File: config.mk
export PLATFORM = sky130hd
export DESIGN_NAME = keypad_scan
export DESIGN_NICKNAME = d
export VERILOG_FILES = /design/src/rtl/keypad_scan.sv
export SDC_FILE = /design/constraint.sdc
export NUM_CORES = 1
export LEC_CHECK = 0
export CAP_MARGIN = 20
export CORE_ASPECT_RATIO = 1.25
export CORE_MARGIN = 5
export CORE_UTILIZATION = 30
export CTS_CLUSTER_SIZE = 12
export DETAILED_ROUTE_END_ITERATION = 8
export RECOVER_POWER = 100
export SYNTH_ARGS = -nofsm -noshare
export SYNTH_HDL_FRONTEND = slang
export SYNTH_SLANG_ARGS = --single-unit
File: constraint.sdc
create_clock -name sys_clk -period 9.4 [get_ports sys_clk]
set_input_delay 1.88 -clock sys_clk [delete_from_list [all_inputs] [get_ports sys_clk]]
set_output_delay 1.88 -clock sys_clk [all_outputs]
set_load 0.03 [all_outputs]
File: src/rtl/keypad_scan.sv
// 4x4 matrix keypad scanner: drives one column low at a time, samples the
// synchronized rows, and debounces whole-sweep results before committing a key.
module keypad_scan #(
   parameter int SCAN_DIV        = 100000,
   parameter int DEBOUNCE_SWEEPS = 10
) (
   input  logic       sys_clk,
   input  logic       sys_rst_n,
   input  logic [3:0] row_n,
   output logic [3:0] col_n,
   output logic       is_pressed,
   output logic [3:0] key_data,
   output logic       key_pulse
);

   localparam int              DW       = $clog2(SCAN_DIV);
   localparam logic [DW-1:0]   DIV_LAST = DW'(SCAN_DIV - 1);
   localparam logic [3:0]      DB       = 4'(DEBOUNCE_SWEEPS);

   typedef enum logic {SCAN, EVAL} state_t;

   state_t        state_q, state_d;
   logic [3:0]    sync1_q, sync1_d, sync2_q, sync2_d;
   logic [1:0]    col_q, col_d;
   logic [DW-1:0] div_q, div_d;
   logic [15:0]   samp_q, samp_d;       // active-low, bit index col*4+row
   logic          cand_vld_q, cand_vld_d;
   logic [3:0]    cand_code_q, cand_code_d;
   logic [3:0]    match_q, match_d;
   logic [3:0]    col_n_q, col_n_d;
   logic          pressed_q, pressed_d;
   logic [3:0]    key_q, key_d;
   logic          pulse_q, pulse_d;

   logic [4:0]    n_low;
   logic [3:0]    low_idx;
   logic          res_vld;
   logic [3:0]    res_code;
   logic [1:0]    col_nxt;

   // Keypad legend indexed by {row, col}.
   function automatic logic [3:0] key_code(input logic [3:0] rc);
      case (rc)
         4'b0000: key_code = 4'h1;  4'b0001: key_code = 4'h2;
         4'b0010: key_code = 4'h3;  4'b0011: key_code = 4'hA;
         4'b0100: key_code = 4'h4;  4'b0101: key_code = 4'h5;
         4'b0110: key_code = 4'h6;  4'b0111: key_code = 4'hB;
         4'b1000: key_code = 4'h7;  4'b1001: key_code = 4'h8;
         4'b1010: key_code = 4'h9;  4'b1011: key_code = 4'hC;
         4'b1100: key_code = 4'hE;  4'b1101: key_code = 4'h0;
         4'b1110: key_code = 4'hF;  default: key_code = 4'hD;
      endcase
   endfunction

   // Sweep result: exactly one low bit is a key; zero or several are "none"
   // (none carries code 0 so that repeated none sweeps compare equal).
   always_comb begin
      n_low   = '0;
      low_idx = '0;
      for (int i = 0; i < 16; i++) begin
         if (!samp_q[i]) begin
            n_low   = n_low + 5'd1;
            low_idx = 4'(i);
         end
      end
      res_vld  = (n_low == 5'd1);
      res_code = res_vld ? key_code({low_idx[1:0], low_idx[3:2]}) : 4'h0;
   end

   // Scan sequencing, debounce and commit logic.
   always_comb begin
      state_d     = state_q;
      sync1_d     = row_n;
      sync2_d     = sync1_q;
      col_d       = col_q;
      div_d       = div_q;
      samp_d      = samp_q;
      cand_vld_d  = cand_vld_q;
      cand_code_d = cand_code_q;
      match_d     = match_q;
      col_n_d     = col_n_q;
      pressed_d   = pressed_q;
      key_d       = key_q;
      pulse_d     = 1'b0;
      col_nxt     = col_q + 2'd1;
      case (state_q)
         SCAN: begin
            if (div_q == DIV_LAST) begin
               samp_d[{col_q, 2'b00} +: 4] = sync2_q;
               div_d = '0;
               if (col_q == 2'd3) begin
                  state_d = EVAL;
                  col_n_d = 4'b1111;
               end else begin
                  col_d   = col_nxt;
                  col_n_d = ~(4'b0001 << col_nxt);
               end
            end else begin
               div_d = div_q + 1'b1;
            end
         end
         default: begin
            state_d = SCAN;
            col_d   = 2'd0;
            div_d   = '0;
            col_n_d = 4'b1110;
            if ({res_vld, res_code} == {cand_vld_q, cand_code_q}) begin
               match_d = (match_q == DB) ? DB : match_q + 4'd1;
            end else begin
               cand_vld_d  = res_vld;
               cand_code_d = res_code;
               match_d     = 4'd1;
            end
            // Commit lands on the edge closing EVAL; a recommit of the
            // same state leaves every output untouched.
            if (match_d == DB) begin
               if (cand_vld_d) begin
                  pressed_d = 1'b1;
                  key_d     = cand_code_d;
                  pulse_d   = !pressed_q || (key_q != cand_code_d);
               end else begin
                  pressed_d = 1'b0;
               end
            end
         end
      endcase
   end

   // State registers with asynchronous reset.
   always_ff @(posedge sys_clk or negedge sys_rst_n) begin
      if (!sys_rst_n) begin
         state_q     <= SCAN;
         sync1_q     <= 4'b1111;
         sync2_q     <= 4'b1111;
         col_q       <= 2'd0;
         div_q       <= '0;
         samp_q      <= 16'hFFFF;
         cand_vld_q  <= 1'b0;
         cand_code_q <= 4'h0;
         match_q     <= 4'd0;
         col_n_q     <= 4'b1110;
         pressed_q   <= 1'b0;
         key_q       <= 4'h0;
         pulse_q     <= 1'b0;
      end else begin
         state_q     <= state_d;
         sync1_q     <= sync1_d;
         sync2_q     <= sync2_d;
         col_q       <= col_d;
         div_q       <= div_d;
         samp_q      <= samp_d;
         cand_vld_q  <= cand_vld_d;
         cand_code_q <= cand_code_d;
         match_q     <= match_d;
         col_n_q     <= col_n_d;
         pressed_q   <= pressed_d;
         key_q       <= key_d;
         pulse_q     <= pulse_d;
      end
   end

   assign col_n      = col_n_q;
   assign is_pressed = pressed_q;
   assign key_data   = key_q;
   assign key_pulse  = pulse_q;

endmodule

# [Word-level counts from Yosys, hierarchy flattened]
# Memories as Yosys holds them, arrays and structs flattened.
# Cells that the tools add are included.
[totals] latch_bits=0 inputBits=6 ramBits=0 rom_bits=64 out_inout_bits=10 memories=1 register_bits=63 elab_cells=108
[classes] n_reduce_logical=7 n_lt_le_gt_ge=0 div=0 n_addsub=19 eq_ne=8 n_mux=55 shifts=3 bitwise_logic=2 n_mul=0
[mem_list] memory="(no name shown)" words=16 word_bits=4 rd=1 rd_ports_with_merged_regs=0 wr=0 line_no="43" source="case (rc)"
[op_table] op="4-bit two-way mux" n=23
[op_table] op="5-bit by 1-bit adder with 5-bit output (second input constant)" n=15
[op_table] op="5-bit two-way mux" n=15
[op_table] op="17-bit two-way mux" n=2
[op_table] op="17-bit by 1-bit adder with 17-bit output (second input constant)" n=1
[op_table] op="17-bit == test (second input constant)" n=1
[op_table] op="16-bit bitwise mux" n=1
[op_table] op="4-bit by 6-bit variable shift with 16-bit output (first input constant)" n=1
[op_table] op="4-bit by 6-bit variable part select with 16-bit output" n=1
[op_table] op="1-bit two-way mux" n=11
[op_table] op="4-bit == test (second input constant)" n=2
[op_table] op="2-bit two-way mux" n=3
[op_table] op="4-bit negator with 6-bit output" n=1
[op_table] op="2-bit AND reduction" n=3
[op_table] op="5-bit by 1-bit == test with 1-bit output (second input constant)" n=1
[op_table] op="5-bit == test" n=1
[op_table] op="4-bit by 1-bit adder with 4-bit output (second input constant)" n=1
[op_table] op="4-bit != test" n=1
[op_table] op="4-bit inverter" n=1
[op_table] op="1-bit by 2-bit left shift with 4-bit output (first input constant)" n=1
[op_table] op="3-bit AND reduction" n=1
[op_table] op="2-bit by 1-bit adder with 2-bit output (second input constant)" n=1
[op_table] op="2-bit == test (second input constant)" n=1
[op_table] op="2-bit != test (second input constant)" n=1
[op_table] op="other kinds (4)" n=4

# [Longest topological paths before layout]
# Gate-level depths: netlist (run 1).
[logic_depth] ltp_word=41 mapped_depth=52 mapped_depth_nobuf=52

# [Worst setup path before layout (run 1)]
# Ideal clock, no wire load.
[synth_timing] kind="register to register" startpoint="register samp_q[0]" endpoint="register key_q[0] (netlist: key_data[0])" setup_time_ps=128 arrival_ps=9552 synth_period_minus_slack_ps=9680 path_buffers=0 stages_incl_launch_ff=53 slack_ps=-280 path_cell_list="dfstp_2 inv_1 ha_1 and2_1 or2_2 ha_1 nor2_1 nor2_1 ha_1 mux2_2 ha_1 o32ai_1 or2_2 inv_1 ha_1 nand2_1 o31a_1 inv_1 (+17 left out) inv_1 ha_1 mux2i_1 nand2_1 ha_1 o21ai_0 a31oi_1 ha_1 mux2_2 ha_1 nor2_1 nand2_1 o211ai_1 o2111ai_1 inv_1 nand2_4 nor2_4 mux2_1"
[synth_via] elab_chain_len=38
[synth_rtl] item="from (decl)" line_no="26" source="logic [15:0] samp_q, samp_d;"
[synth_rtl] item="from (signal assigned)" line_no="151" source="samp_q <= samp_d;"
[synth_rtl] item="1-bit two-way mux (*)" line_no="61" source="if (!samp_q[i]) begin"
[synth_rtl] item="5-bit by 1-bit adder with 5-bit output" line_no="62" source="n_low = n_low + 5'd1;"
[synth_rtl] item="5-bit two-way mux (*)" line_no="61"
[synth_rtl] item="5-bit by 1-bit adder with 5-bit output" line_no="62"
[synth_rtl] item="5-bit two-way mux (*)" line_no="61"
[synth_rtl] item="5-bit by 1-bit adder with 5-bit output" line_no="62"
[synth_rtl] item="5-bit two-way mux (*)" line_no="61"
[synth_rtl] item="5-bit by 1-bit adder with 5-bit output" line_no="62"
[synth_rtl] item="(+22 left out)"
[synth_rtl] item="5-bit two-way mux (*)" line_no="61"
[synth_rtl] item="5-bit by 1-bit == test with 1-bit output (*)" line_no="66" source="res_vld = (n_low == 5'd1);"
[synth_rtl] item="4-bit two-way mux" line_no="67" source="res_code = res_vld ? key_code({low_idx[1:0], low_idx[3:2]}) : 4'h0;"
[synth_rtl] item="5-bit == test" line_no="107" source="if ({res_vld, res_code} == {cand_vld_q, cand_code_q}) begin"
[synth_rtl] item="4-bit two-way mux" line_no="107"
[synth_rtl] item="4-bit two-way mux" line_no="86" source="case (state_q)"
[synth_rtl] item="4-bit == test" line_no="116" source="if (match_d == DB) begin"
[synth_rtl] item="3-bit AND reduction (no source line)"
[synth_rtl] item="to (signal assigned)" line_no="157" source="key_q <= key_d;"
[synth_rtl] item="to (decl)" line_no="32" source="logic [3:0] key_q, key_d;"
# Mark *: on every way between the ends. The rest lies on a longest branch, timed or not. The select of a mux whose other input is x is not followed.
# A chain may end at the register's enable or synchronous reset.

# [Worst setup path after layout (run 1)]
[layout_timing] startpoint="register samp_q[0]" endpoint="register pressed_q (netlist: is_pressed)"
[layout_via] elab_chain_len=38
[layout_rtl] item="1-bit two-way mux (*)" line_no="61"
[layout_rtl] item="5-bit by 1-bit adder with 5-bit output" line_no="62"
[layout_rtl] item="5-bit two-way mux (*)" line_no="61"
[layout_rtl] item="5-bit by 1-bit adder with 5-bit output" line_no="62"
[layout_rtl] item="5-bit two-way mux (*)" line_no="61"
[layout_rtl] item="5-bit by 1-bit adder with 5-bit output" line_no="62"
[layout_rtl] item="5-bit two-way mux (*)" line_no="61"
[layout_rtl] item="5-bit by 1-bit adder with 5-bit output" line_no="62"
[layout_rtl] item="(+22 left out)"
[layout_rtl] item="5-bit two-way mux (*)" line_no="61"
[layout_rtl] item="5-bit by 1-bit == test with 1-bit output (*)" line_no="66"
[layout_rtl] item="4-bit two-way mux" line_no="67"
[layout_rtl] item="5-bit == test" line_no="107"
[layout_rtl] item="4-bit two-way mux" line_no="107"
[layout_rtl] item="4-bit two-way mux" line_no="86"
[layout_rtl] item="4-bit == test" line_no="116"
[layout_rtl] item="2-bit AND reduction (no source line)"
[layout_rtl] item="to (signal assigned)" line_no="156" source="pressed_q <= pressed_d;"
[layout_rtl] item="to (decl)" line_no="31" source="logic pressed_q, pressed_d;"
# Marked as above.

==> results of run 1 <==
[worst max-delay path by stage]
stage	slack [ps]	endpoint	cells after the start	startpoint
floorplan	20	key_data[0]	51	samp_q[1]
global placement	10	match_q[0]	52	samp_q[1]
detailed placement	-180	key_data[0]	52	samp_q[1]
CTS	8	key_data[0]	52	samp_q[0]
global route	-360	match_q[0]	52	samp_q[0]
finish	150	is_pressed	52	samp_q[0]
[flip-flops by register name, indices dropped and copies added (netlist names)]
name	count
match_q	4
col_q	2
cand_code_q	4
sync1_q	4
key_pulse	1
state_q	1
sync2_q	4
is_pressed	1
div_q	17
key_data	4
col_n	4
cand_vld_q	1
samp_q	16
[layer usage]
metal	global-route usage [%]	vias to the layer above	wire, um
li1	-	1931	-
met1	13.0	1881	4360
met2	20.1	44	5660
met3	1.60	18	191
met4	4.91	0	231
met5	0	-	0
[through the flow]
step	std cells	cell area (um2)
2_1_floorplan	535	4950
3_3_place_gp	762	5380
3_5_place_dp	762	5380
4_1_cts	788	5840
5_1_grt	796	6010
6_report	796	6010
[worst reg2reg max path, delay by kind of cell, from the launching register on]
family / cells / cell delay [ps]
mux: 4 / 900
compound gates: 10 / 1420
xor+xnor: 2 / 270
simple gates: 17 / 2340
fa+ha+maj: 14 / 3380
buf+inv: 5 / 270
flops: 1 / 550
[cell families after synthesis]
| group | Yosys count | synth area share (%) |
|---|---|---|
| buffers and inverters | 48 | 4.01 |
| AOI/OAI and AO/OA | 99 | 13.4 |
| xor gates and xnor gates | 66 | 16.1 |
| adders and majority gates | 28 | 7.20 |
| DFF | 63 | 33.1 |
| and+or+nand+nor | 213 | 22.0 |
| muxes | 18 | 4.22 |
[synthesized netlist by cell type, types with 6 or more instances]
cell type	n
a21oi_1	12
a31oi_1	7
clkbuf_1	12
dfrtp_1	36
dfstp_2	27
ha_1	28
inv_1	31
mux2i_1	7
nand2_1	66
nand2b_1	9
nand3_1	16
nor2_1	54
nor2b_1	20
nor3_1	7
nor4_1	6
o21ai_0	32
o22ai_1	7
xnor2_1	32
xnor3_1	7
xor2_1	18
[report_power, final]
group	internal, mW	switching [mW]
combinational	0.00150	0.00525
sequential	0.275	0.00144
clock	0.208	0.127
[repair_timing]
item	4_1_cts	5_1_grt
setup buffers	10	8
pin swaps	16	19
resized for setup	17	30
setup endpoints to repair	11	15
hold endpoints to repair	0	0
[area by class of cell]
type | instances | area, um2
fillers | 1613 | 10100
multi-input cells | 424 | 3330
flip-flops and latches | 63 | 1610
repair buffers | 46 | 378
well taps | 216 | 270
clock buffers | 9 | 225
inverters | 31 | 116
clock inverters | 7 | 78.8
==> results.yml, run 1 <==
synth:
  syn-num-nets: 569
  synth.ff_latch_count: 63
  yosysTopAreaCell: "dfrtp_1"
  synth-seq-area-share_pct: 33.1
  synth_top_cell_area_share_pct: 18.5
  synthFlopType: "dfrtp_1"
  synth_edf_count: 0
  syn_avg_cell_area_um2: 9.10
  syn_inst: 535
  synthArstFlopShare_pct: 100
  syn_area_um2: 4870
  ys_warn_count: 0
  yosys-top-cells-area: "dfrtp_1 19%, dfstp_2 15%, ha_1 7.2%"
  synthDistinctLibCells: 69
worst_setup_path:
  worst_r2r_path_depth: 52
  cp_num_buf_inv: 5
  cp.required_ps: 9620
  crit_path_top_delay_cell: "dfstp_2"
  rrSetupSlack_ps: 150
  cp_max_fo: 4
  max_stage_delay_ps: 550
  worstSetupEndpointType: "flip-flop"
  critPathTopFamily: "adder cells"
  worst-setup-path-type: "reg -> reg"
  rr_startpoint: "samp_q[0]"
  cp.arrival_ps: 9470
  r2r_end: "is_pressed"
  worst_setup_path_start_kind: "flip-flop"
clock_network:
  cts_inserted_buffers: 9
  clk_pin_slew_ps: 60
  cts.sink_count: 63
  postCtsHoldBufs: 0
  clk_latency_ps: 330
  cts_tree: "done"
  root_buffer: "clkbuf_16"
  cts_max_level: 3
  clock_path_buffers: 2
global_routing:
  antenna_found_initial: 0
  grt_pass1_wl_mm: 17.7
  grt_overflow: 0
  grtUsageTotal_pct: 11.2
  grt_pass1_vias: 3842
  grt_max_degree: 64
floorplan:
  fp-row-count: 52
  io_pins: 16
  core_area_um2: 16100
  dieArea_um2: 18900
  start_util_pct: 30.3
  die_x_um: 124
  dieHeight_um: 152
hold_path:
  worstHoldPathType: "reg -> reg"
  holdPathStages: 0
  min_to: "sync2_q[2]"
  min_from: "sync1_q[2]"
sta:
  fin_setup_tns_ps: 0
  period_minus_slack_ps: 9250
  slew_headroom_pct: -112
  setup_viol: 0
  fin_skew_ps: 7.29
  worstMarginPinSlew_ps: 3180
  hold_slack_ps: 348
  setup_ws_ps: 149
  slew_violations: 64
  period_share_pct: 98.4
  rsz0062_at_grt: "yes"
  max_freq_ghz: 0.108
  hold_viol_final: 0
drt:
  totalWireLength_mm: 10.4
  postRouteAntennaNets: 0
  wire_per_inst_um: 13.1
  vias: 3874
  vias_per_cell: 4.87
  drt-initial-drc-count: 245
  drt_pass1_iterations: 4
  route.detailed.drc: 0
power:
  design_power_total_mw: 0.618
  ir_drop_v: 0.0000984
  leakage_nw: 2.53
  p_per_area_nw_per_um2: 103
layout:
  drive_gt1_share_pct: 24.1
  antenna_cells: 0
  syn_to_final_growth_pct: 23.5
  layout_commonest_cell: "nand2_1"
  final_util_pct: 37.4
  fin_nets: 609
  final_cell_mix: "63 x nand2_1, 51 x nor2_1, 36 x dfrtp_1"
job:
  cap_viol_max_count: 1
placement:
  dp_hpwl_mm: 7.57
  place_congestion: 0.841
  dpl_worst_slack_ps: -184
  io_buffers: 15
run_status:
  status: "finished with violations"
  violations: "max-capacitance violations, max-slew violations"
No activity file was read; power rests on OpenSTA's default activity.
==> run 2, diff against run 1 <==
CTS_CLUSTER_DIAMETER = 50   (was unset)
==> results of run 2 <==
No change in the layout: final DEF, timing and power equal those of run 1.
